<file path="src/rtl/nettlp_cmd_init.sv">
// nettlp_cmd_init: programs the adapter network registers through the command FIFO
// pair, reads every register back (MAGIC first) and reports pass or the first error.
package nettlp_cmd_pkg;
  localparam logic [3:0] NETTLP_OPC_REG_RD = 4'h1;
  localparam logic [3:0] NETTLP_OPC_REG_WR = 4'h2;

  localparam logic [7:0] NETTLP_REG_MAGIC       = 8'd0;
  localparam logic [7:0] NETTLP_REG_DSTMAC_LOW  = 8'd1;
  localparam logic [7:0] NETTLP_REG_DSTMAC_HIGH = 8'd2;
  localparam logic [7:0] NETTLP_REG_SRCMAC_LOW  = 8'd3;
  localparam logic [7:0] NETTLP_REG_SRCMAC_HIGH = 8'd4;
  localparam logic [7:0] NETTLP_REG_DSTIP       = 8'd5;
  localparam logic [7:0] NETTLP_REG_SRCIP       = 8'd6;
  localparam logic [7:0] NETTLP_REG_DSTPORT     = 8'd7;
  localparam logic [7:0] NETTLP_REG_SRCPORT     = 8'd8;

  typedef struct packed {
    logic [3:0]  opcode;
    logic [7:0]  dwaddr;
    logic [31:0] data;
  } FIFO_NETTLP_CMD_T;
endpackage

module nettlp_cmd_init
  import nettlp_cmd_pkg::*;
#(
  parameter int          TIMEOUT_CYCLES = 1024,
  parameter logic [31:0] MAGIC_EXPECT   = 32'h67452301
) (
  input  logic             clk,
  input  logic             rst,
  input  logic             start,
  input  logic [47:0]      cfg_dstmac,
  input  logic [47:0]      cfg_srcmac,
  input  logic [31:0]      cfg_dstip,
  input  logic [31:0]      cfg_srcip,
  input  logic [15:0]      cfg_dstport,
  input  logic [15:0]      cfg_srcport,
  output logic             fifo_req_wr_en,
  input  logic             fifo_req_full,
  output FIFO_NETTLP_CMD_T fifo_req_din,
  output logic             fifo_rsp_rd_en,
  input  logic             fifo_rsp_empty,
  input  FIFO_NETTLP_CMD_T fifo_rsp_dout,
  output logic             busy,
  output logic             done,
  output logic             pass,
  output logic             err_mismatch,
  output logic             err_timeout,
  output logic [3:0]       err_step
);

  localparam int CNT_W = $clog2(TIMEOUT_CYCLES) + 1;

  typedef enum logic [2:0] {IDLE, WR_ISSUE, RD_ISSUE, RD_WAIT, DONE} state_t;

  state_t           state;
  logic [3:0]       idx;
  logic [CNT_W-1:0] wait_cnt;
  logic             rsp_skip;
  logic [47:0]      dstmac_q, srcmac_q;
  logic [31:0]      dstip_q, srcip_q;
  logic [15:0]      dstport_q, srcport_q;

  logic [2:0]       ent_sel;
  logic [7:0]       ent_addr;
  logic [31:0]      ent_data;
  logic [7:0]       rd_addr;
  logic [31:0]      rd_expect;
  logic             rsp_valid;
  logic             rsp_match;
  logic             rsp_opcode_unused;

  function automatic logic [31:0] swap32(input logic [31:0] v);
    return {v[7:0], v[15:8], v[23:16], v[31:24]};
  endfunction

  function automatic logic [31:0] mac_high(input logic [47:0] m);
    return {m[39:32], m[47:40], 16'h0000};
  endfunction

  function automatic logic [31:0] port_word(input logic [15:0] p);
    return {p[7:0], p[15:8], 16'h0000};
  endfunction

  // Read index i>0 revisits write entry i-1, so one table serves both lists.
  always_comb begin
    ent_sel  = (state == WR_ISSUE) ? idx[2:0] : 3'(idx - 4'd1);
    ent_addr = 8'd0;
    ent_data = 32'd0;
    case (ent_sel)
      3'd0: begin ent_addr = NETTLP_REG_DSTMAC_LOW;  ent_data = swap32(dstmac_q[31:0]); end
      3'd1: begin ent_addr = NETTLP_REG_DSTMAC_HIGH; ent_data = mac_high(dstmac_q);     end
      3'd2: begin ent_addr = NETTLP_REG_SRCMAC_LOW;  ent_data = swap32(srcmac_q[31:0]); end
      3'd3: begin ent_addr = NETTLP_REG_SRCMAC_HIGH; ent_data = mac_high(srcmac_q);     end
      3'd4: begin ent_addr = NETTLP_REG_DSTIP;       ent_data = swap32(dstip_q);        end
      3'd5: begin ent_addr = NETTLP_REG_SRCIP;       ent_data = swap32(srcip_q);        end
      3'd6: begin ent_addr = NETTLP_REG_DSTPORT;     ent_data = port_word(dstport_q);   end
      default: begin ent_addr = NETTLP_REG_SRCPORT;  ent_data = port_word(srcport_q);   end
    endcase
  end

  assign rd_addr   = (idx == 4'd0) ? NETTLP_REG_MAGIC : ent_addr;
  assign rd_expect = (idx == 4'd0) ? MAGIC_EXPECT : ent_data;

  // The FWFT FIFO needs a cycle to present the next word after each pop.
  assign rsp_valid         = !fifo_rsp_empty && !rsp_skip;
  assign rsp_match         = (fifo_rsp_dout.dwaddr == rd_addr) && (fifo_rsp_dout.data == rd_expect);
  assign rsp_opcode_unused = ^fifo_rsp_dout.opcode;

  assign fifo_req_wr_en = !rst && !fifo_req_full && ((state == WR_ISSUE) || (state == RD_ISSUE));
  assign fifo_rsp_rd_en = !rst && rsp_valid && ((state == IDLE) || (state == RD_WAIT));

  always_comb begin
    fifo_req_din = '0;
    if (!rst && state == WR_ISSUE) begin
      fifo_req_din.opcode = NETTLP_OPC_REG_WR;
      fifo_req_din.dwaddr = ent_addr;
      fifo_req_din.data   = ent_data;
    end else if (!rst && state == RD_ISSUE) begin
      fifo_req_din.opcode = NETTLP_OPC_REG_RD;
      fifo_req_din.dwaddr = rd_addr;
      fifo_req_din.data   = 32'd0;
    end
  end

  always_ff @(posedge clk) begin
    if (rst) begin
      state        <= IDLE;
      idx          <= 4'd0;
      wait_cnt     <= '0;
      rsp_skip     <= 1'b0;
      dstmac_q     <= 48'd0;
      srcmac_q     <= 48'd0;
      dstip_q      <= 32'd0;
      srcip_q      <= 32'd0;
      dstport_q    <= 16'd0;
      srcport_q    <= 16'd0;
      busy         <= 1'b0;
      done         <= 1'b0;
      pass         <= 1'b0;
      err_mismatch <= 1'b0;
      err_timeout  <= 1'b0;
      err_step     <= 4'd0;
    end else begin
      rsp_skip <= fifo_rsp_rd_en;
      unique case (state)
        IDLE: begin
          if (start) begin
            dstmac_q     <= cfg_dstmac;
            srcmac_q     <= cfg_srcmac;
            dstip_q      <= cfg_dstip;
            srcip_q      <= cfg_srcip;
            dstport_q    <= cfg_dstport;
            srcport_q    <= cfg_srcport;
            done         <= 1'b0;
            pass         <= 1'b0;
            err_mismatch <= 1'b0;
            err_timeout  <= 1'b0;
            err_step     <= 4'd0;
            busy         <= 1'b1;
            idx          <= 4'd0;
            state        <= WR_ISSUE;
          end
        end
        WR_ISSUE: begin
          if (!fifo_req_full) begin
            if (idx == 4'd7) begin
              idx   <= 4'd0;
              state <= RD_ISSUE;
            end else begin
              idx <= idx + 4'd1;
            end
          end
        end
        RD_ISSUE: begin
          if (!fifo_req_full) begin
            wait_cnt <= '0;
            state    <= RD_WAIT;
          end
        end
        RD_WAIT: begin
          if (rsp_valid) begin
            if (!rsp_match) begin
              err_mismatch <= 1'b1;
              err_step     <= idx;
              state        <= DONE;
            end else if (idx == 4'd8) begin
              state <= DONE;
            end else begin
              idx   <= idx + 4'd1;
              state <= RD_ISSUE;
            end
          end else if (wait_cnt == CNT_W'(TIMEOUT_CYCLES - 1)) begin
            err_timeout <= 1'b1;
            err_step    <= idx;
            state       <= DONE;
          end else begin
            wait_cnt <= wait_cnt + 1'b1;
          end
        end
        DONE: begin
          busy  <= 1'b0;
          done  <= 1'b1;
          pass  <= !(err_mismatch || err_timeout);
          state <= IDLE;
        end
        default: state <= IDLE;
      endcase
    end
  end

endmodule
</file>
<file path="config.mk">
export PLATFORM = sky130hd
export DESIGN_NAME = nettlp_cmd_init
export DESIGN_NICKNAME = d
export VERILOG_FILES = /design/src/rtl/nettlp_cmd_init.sv
export SDC_FILE = /design/constraint.sdc
export NUM_CORES = 1
export LEC_CHECK = 0
export CORE_ASPECT_RATIO = 1.75
export CORE_UTILIZATION = 45
export CTS_CLUSTER_DIAMETER = 150
export DETAILED_ROUTE_END_ITERATION = 10
export PLACE_DENSITY_LB_ADDON = 0.2
export SLEW_MARGIN = 10
export SYNTH_ARGS = -nofsm -noshare
export SYNTH_HDL_FRONTEND = slang
export SYNTH_SLANG_ARGS = --single-unit
</file>
<file path="constraint.sdc">
create_clock -name clk -period 9 [get_ports clk]
set_clock_uncertainty 0.2 [all_clocks]
set_input_delay 2.25 -clock clk [delete_from_list [all_inputs] [get_ports clk]]
set_output_delay 2.25 -clock clk [all_outputs]
set_load 0.005 [all_outputs]
</file>
==> results of run 1 <==
-- worst max-delay path by stage --
stage	endpoint	slack [ps]	cells after the start
finish	fifo_req_din[28]	940	10
global route	fifo_req_din[28]	660	10
CTS	fifo_req_din[28]	930	10
detailed placement	fifo_req_din[28]	1510	10
global placement	fifo_req_din[28]	1550	10
floorplan	fifo_req_din[34]	3400	5
-- synth_stat cells (11+ instances only) --
master | number | area, µm²
xnor2_1 | 12 | 105
clkbuf_1 | 95 | 357
mux2_2 | 15 | 169
o211ai_1 | 14 | 105
nor2_1 | 73 | 274
a22oi_1 | 39 | 293
dfxtp_1 | 220 | 4400
a221oi_1 | 13 | 114
o21ai_0 | 19 | 95.1
a222oi_1 | 13 | 130
inv_1 | 23 | 86.3
nand4_1 | 15 | 93.8
a21oi_1 | 219 | 1100
a31oi_1 | 11 | 68.8
a211oi_1 | 19 | 143
mux2i_1 | 27 | 270
nor2b_1 | 12 | 75.1
nor4_1 | 13 | 81.3
nor3_1 | 17 | 85.1
nand2_1 | 448 | 1680
nand3_1 | 24 | 120
-- logic make-up after synthesis --
family                     Yosys count  share of synthesized area, %
and+or+nand+nor                    668                          25.6
AOI/OAI and AO/OA                  407                          23.0
DFF                                220                          38.9
buffers and inverters              144                          5.39
muxes                               49                          4.58
xor gates and xnor gates            21                          1.63
adders and majority gates            7                         0.774
other                                1                        0.0331
-- state kept, by name, indices dropped and copies added (netlist names) --
register	count
srcport_q	16
err_step	4
dstmac_q	48
pass	1
dstport_q	16
state	3
srcip_q	32
err_timeout	1
rsp_skip	1
srcmac_q	48
busy	1
idx	4
done	1
dstip_q	32
wait_cnt	11
err_mismatch	1
-- critical path: stages (launching register included) --
cell and delay, ps:
dfxtp_1 610, or3b_1 590, xnor2_1 380, inv_1 160, ha_2 320, buf_4 300, nor3_1 1000, o21ai_2 500
a31oi_1 540, and2_1 190, clkdlybuf4s50_1 490
-- cell type report --
type                       instances  area [µm²]  area share [%]
antenna                            7        17.5           0.117
clock buffer                      33         601            4.03
clock inverter                     5         106           0.713
inverter                          24        90.1           0.604
multi-input combinational       1158        6350            42.6
sequential                       220        4400            29.5
tap                              312         390            2.62
timing repair buffer             298        2950            19.8
-- through the flow --
| stage | utilization, % | hold WS [ps] | instance area (µm²) |
|---|---|---|---|
| 6_report | 60.6 | 253 | 14900 |
| 5_1_grt | 60.6 | 267 | 14900 |
| 3_5_place_dp | 57.6 | 246 | 14200 |
| 4_1_cts | 60.5 | 255 | 14900 |
| 3_3_place_gp | 57.6 | 240 | 14200 |
| 2_1_floorplan | - | 232 | 11300 |
-- per-layer routing --
metal | track usage [%] | up-vias
met5 | 0 | -
met4 | 18.5 | 0
met3 | 3.93 | 110
met2 | 48.8 | 490
met1 | 37.4 | 5533
li1 | - | 5724
-- power breakdown --
| part | switching (mW) | internal (mW) | leakage, nW |
|---|---|---|---|
| logic | 0.396 | 0.273 | 3.19 |
| clock network | 0.385 | 0.546 | 0.338 |
| registers | 0.0364 | 1.03 | 1.80 |
| total | 0.818 | 1.85 | 5.33 |
-- cell usage in the layout, fill, tap and decap left out, types with 14 or more instances in the layout --
| cell | count |
|---|---|
| nor2_1 | 72 |
| mux2i_1 | 27 |
| o211ai_1 | 14 |
| a21oi_1 | 219 |
| nand2_1 | 448 |
| inv_1 | 23 |
| a211oi_1 | 19 |
| nand3_1 | 24 |
| a22oi_1 | 39 |
| dfxtp_1 | 220 |
| clkdlybuf4s50_1 | 284 |
| o21ai_0 | 19 |
| nor3_1 | 17 |
| mux2_2 | 15 |
| clkbuf_16 | 21 |
| nand4_1 | 15 |
==> results.toml, run 1 <==
[synth]
yosysWarnings = 0
avgSynthCellArea_um2 = 7.46
synthDistinctLibCells = 81
synth_flop_cell = "dfxtp_1"
synthCells = 1517
syn_area_um2 = 11300
seq_area_frac_synth_pct = 38.9
ys_seq_elements = 220
synth-edff-count = 0
synthArstFlopShare_pct = 0

[floorplan]
die_w_um = 122
die_area_um2 = 25800
core_area_um2 = 24600
boundaryPins = 296
initial_utilization_pct = 45.9
row_count = 76
dieHeight_um = 212

[routing]
first_pass_iters = 6
via_per_inst = 5.76
ant_nets = 0
m1WireLength_um = 15600
maxUsedRoutingLayer = "met4"
vias = 11857
finalWirelength_um = 39300
routedWlPerCell_um = 19.1
dr_wl_met3_um = 2510
drc = 0
drt_iter0_markers = 995
wl_met2_um = 19000

[sta]
slew_headroom_pct = 19.6
worst_pin_slew_ps = 1200
tns_ps = 0
hold_viol = 0
layout_min_cycle_time_ps = 8060
slew_viol_final = 0
fmaxAchievable_ghz = 0.124
timing.final.ws_setup_ps = 943
fin_crit_sh_pct = 89.5
finalSetupViolations = 0
rsz0062_at_grt = "false"

[final_layout]
area_growth_pct = 31.8
finalNetCount = 1971
final_layout_size_suffix_gt1_share_pct = 4.89
fillerInstances = 2321
final_cell_count_no_fill = 2057

[status]
outcome = "completed"

[critical_path]
critPathLaunchType = "register"
worstPathRequired_ps = 6550
startpoint = "state[0]"
reg2reg_from = "state[0]"
worstPathArrival_ps = 5610
ff2ff_setup_slack_ps = 2780
reg2regPathDepth = 14
r2r-end = "idx[0]"
path_class = "reg2out"
path_max_fanout = 34
endpoint_kind = "output port"

[hold_path]
worst_hold_path_type = "reg2reg"
worstHoldStart = "dstip_q[11]"
worstHoldEndpoint = "dstip_q[11]"
holdPathStages = 2

[clock_tree]
postCtsSetupBuffers = 0
holdBufCountCts = 0
cts_tree = "yes"
postCtsResizedCells = 0
cts-root-buf = "clkbuf_16"
cts_buffer_depth = 3
clk_latency_ps = 510
cts_buffers = 21
cts_num_sinks = 220
clkTransAtPathRegs_ps = 70
htree_levels = 1

[global_routing]
grt_overflow = 0
grtUsageTotal_pct = 30.1
antenna_found_initial = 7
grt_pass1_wl_um = 60100
grt_pass1_vias = 11257
grt_max_degree = 122

[placement]
hpwl_um = 28300
portBuffers = 285
dp.cells = 2012
gp_congestion = 0.898
place_ws_ps = 1510

[flow_run]
cap_violations = 0

[pwr]
leakagePower_nw = 5.33
ir_worst_vdd_mv = 0.110
p_total_mw = 2.67
powerDensity_nw_per_um2 = 179
(Power assumes the default switching activity.)
==> run 2: changes to the inputs <==
--- a/config.mk
+++ b/config.mk
@@ -5,11 +5,13 @@
 export SDC_FILE = /design/constraint.sdc
 export NUM_CORES = 1
 export LEC_CHECK = 0
+export ABC_CLOCK_PERIOD_IN_PS = 9000
 export CORE_ASPECT_RATIO = 1.75
 export CORE_UTILIZATION = 45
 export CTS_CLUSTER_DIAMETER = 150
 export DETAILED_ROUTE_END_ITERATION = 10
 export PLACE_DENSITY_LB_ADDON = 0.2
+export SKIP_LAST_GASP = 1
 export SLEW_MARGIN = 10
 export SYNTH_ARGS = -nofsm -noshare
 export SYNTH_HDL_FRONTEND = slang
==> results of run 2 <==
Same layout as run 1: the final DEF is identical, and so are final timing and power.
==> run 3: changes to the inputs <==
--- a/config.mk
+++ b/config.mk
@@ -12,7 +12,6 @@
 export DETAILED_ROUTE_END_ITERATION = 10
 export PLACE_DENSITY_LB_ADDON = 0.2
 export SKIP_LAST_GASP = 1
-export SLEW_MARGIN = 10
 export SYNTH_ARGS = -nofsm -noshare
 export SYNTH_HDL_FRONTEND = slang
 export SYNTH_SLANG_ARGS = --single-unit
==> results.toml, run 3 (synthesized netlist as in run 1, its figures left out) <==
[status]
outcome = "completed"

[critical_path]
cp_slowest_cell = "nor3_1"
r2r-end = "idx[0]"
critPathLaunchType = "register"
ff2ff_setup_slack_ps = 2770
reg2regPathDepth = 14
crit_buf_inv = 3
max_stage_delay_ps = 1010
worstPathRequired_ps = 6550
path_max_fanout = 34
reg2reg_from = "state[0]"
worstPathArrival_ps = 5620
crit_chain = "or3b_1, xnor2_1, inv_1, ha_2, buf_4, nor3_1, o21ai_2, a31oi_1, and2_1, clkdlybuf4s50_1"
crit_family = "simple AND/OR/NAND/NOR gates"
endpoint_kind = "output port"
path_class = "reg2out"

[hold_path]
worstHoldStart = "dstip_q[11]"
worstHoldEndpoint = "dstip_q[11]"
holdPathStages = 2
worst_hold_path_type = "reg2reg"

[final_layout]
final_common_cell = "nand2_1"
layout_common_cells = "nand2_1 (448), clkdlybuf4s50_1 (284), dfxtp_1 (220)"
fillerInstances = 2324
finalNetCount = 1971
multiInputGateArea_um2 = 6350
reg.largest.list = "dstmac_q (48), srcmac_q (48)"
final_layout_size_suffix_gt1_share_pct = 4.83
area_growth_pct = 31.8
regArea_um2 = 4400

[clock_tree]
cts_buffers = 21
htree_levels = 1
clk_latency_ps = 510
postCtsSetupBuffers = 0
clkTransAtPathRegs_ps = 70
cts-root-buf = "clkbuf_16"
cts_num_sinks = 220
postCtsResizedCells = 0
cts_buffer_depth = 3
cts_tree = "yes"
holdBufCountCts = 0

[placement]
hpwl_um = 28300
gp_congestion = 0.898
portBuffers = 285

[routing]
vias = 11906
drc = 0
first_pass_iters = 6
routedWlPerCell_um = 19.2
finalWirelength_um = 39400
ant_nets = 0
drt_iter0_markers = 1049
via_per_inst = 5.79

[floorplan]
die_w_um = 122
dieHeight_um = 212
initial_utilization_pct = 45.9
boundaryPins = 296
row_count = 76
die_area_um2 = 25800
core_area_um2 = 24600

[sta]
fmaxAchievable_ghz = 0.124
layout_min_cycle_time_ps = 8070
hold_viol = 0
slew_headroom_pct = 16.2
tns_ps = 0
fin_crit_sh_pct = 89.6
hold_ws_ps = 253
worst_pin_slew_ps = 1250
finalSetupViolations = 0
slew_viol_final = 0
rsz0062_at_grt = "false"

[global_routing]
antenna_found_initial = 7
grt_max_degree = 122
grt_overflow = 0
grt_pass1_vias = 11257
grtUsageTotal_pct = 30.1
grt_pass1_wl_um = 60100

[pwr]
leakagePower_nw = 5.33
ir_worst_vdd_mv = 0.112
powerDensity_nw_per_um2 = 179

[flow_run]
cap_violations = 0
-- run 3: cell counts in the layout (fill, tap and decap cells not counted) --
Identical to the previous run, type by type.
-- run 3: worst register-to-register path, stage by stage, from the launching register on --
cell	delay (ps)
dfxtp_1	600
or3b_1	600
xnor2_1	380
inv_1	160
ha_2	320
buf_4	300
nor3_1	1010
o21ai_2	510
a31oi_1	540
xor2_1	220
o32a_1	200
nand2_1	50
and3_1	240
a21oi_1	410
mux2_1	370
-- run 3: cell type report --
cell class	count	area share, %
Antenna cell	7	0.117
Inverter	24	0.604
Sequential cell	220	29.5
Multi-Input combinational cell	1158	42.6
Clock buffer	33	4.03
Timing Repair Buffer	298	19.8
Tap cell	312	2.62
Clock inverter	5	0.713
-- run 3: worst max path at each step --
stage               startpoint  depth (start not counted)          endpoint  slack, ps
CTS                   state[0]                         10  fifo_req_din[28]        930
global route          state[0]                         10  fifo_req_din[28]        660
global placement      state[0]                         10  fifo_req_din[28]       1550
floorplan                  rst                          5  fifo_req_din[34]       3400
finish                state[0]                         10  fifo_req_din[28]        930
detailed placement    state[0]                         10  fifo_req_din[28]       1510
-- run 3: per-stage QoR --
step / utilization (%) / instances / area [µm²] / worst slack (ps) / total power [mW]
after floorplan: - / 1522 / 11300 / 3400 / 1.48
after global placement: 57.6 / 2012 / 14200 / 1550 / 1.74
after detailed placement: 57.6 / 2012 / 14200 / 1510 / 1.75
after CTS: 60.5 / 2050 / 14900 / 934 / 2.67
after global routing: 60.5 / 2057 / 14900 / 664 / 2.77
final: 60.5 / 2057 / 14900 / 935 / 2.67
-- run 3: per-layer routing --
layer | wire, µm | up-vias | track usage [%]
li1 | - | 5722 | -
met1 | 15600 | 5552 | 37.4
met2 | 19000 | 515 | 48.8
met3 | 2550 | 117 | 3.93
met4 | 2320 | 0 | 18.5
met5 | 0 | - | 0
-- run 3: power breakdown --
part / switching [mW] / total, mW / internal [mW]
sequential: 0.0366 / 1.07 / 1.03
combinational: 0.396 / 0.669 / 0.273
clock: 0.389 / 0.934 / 0.546
total: 0.822 / 2.67 / 1.85
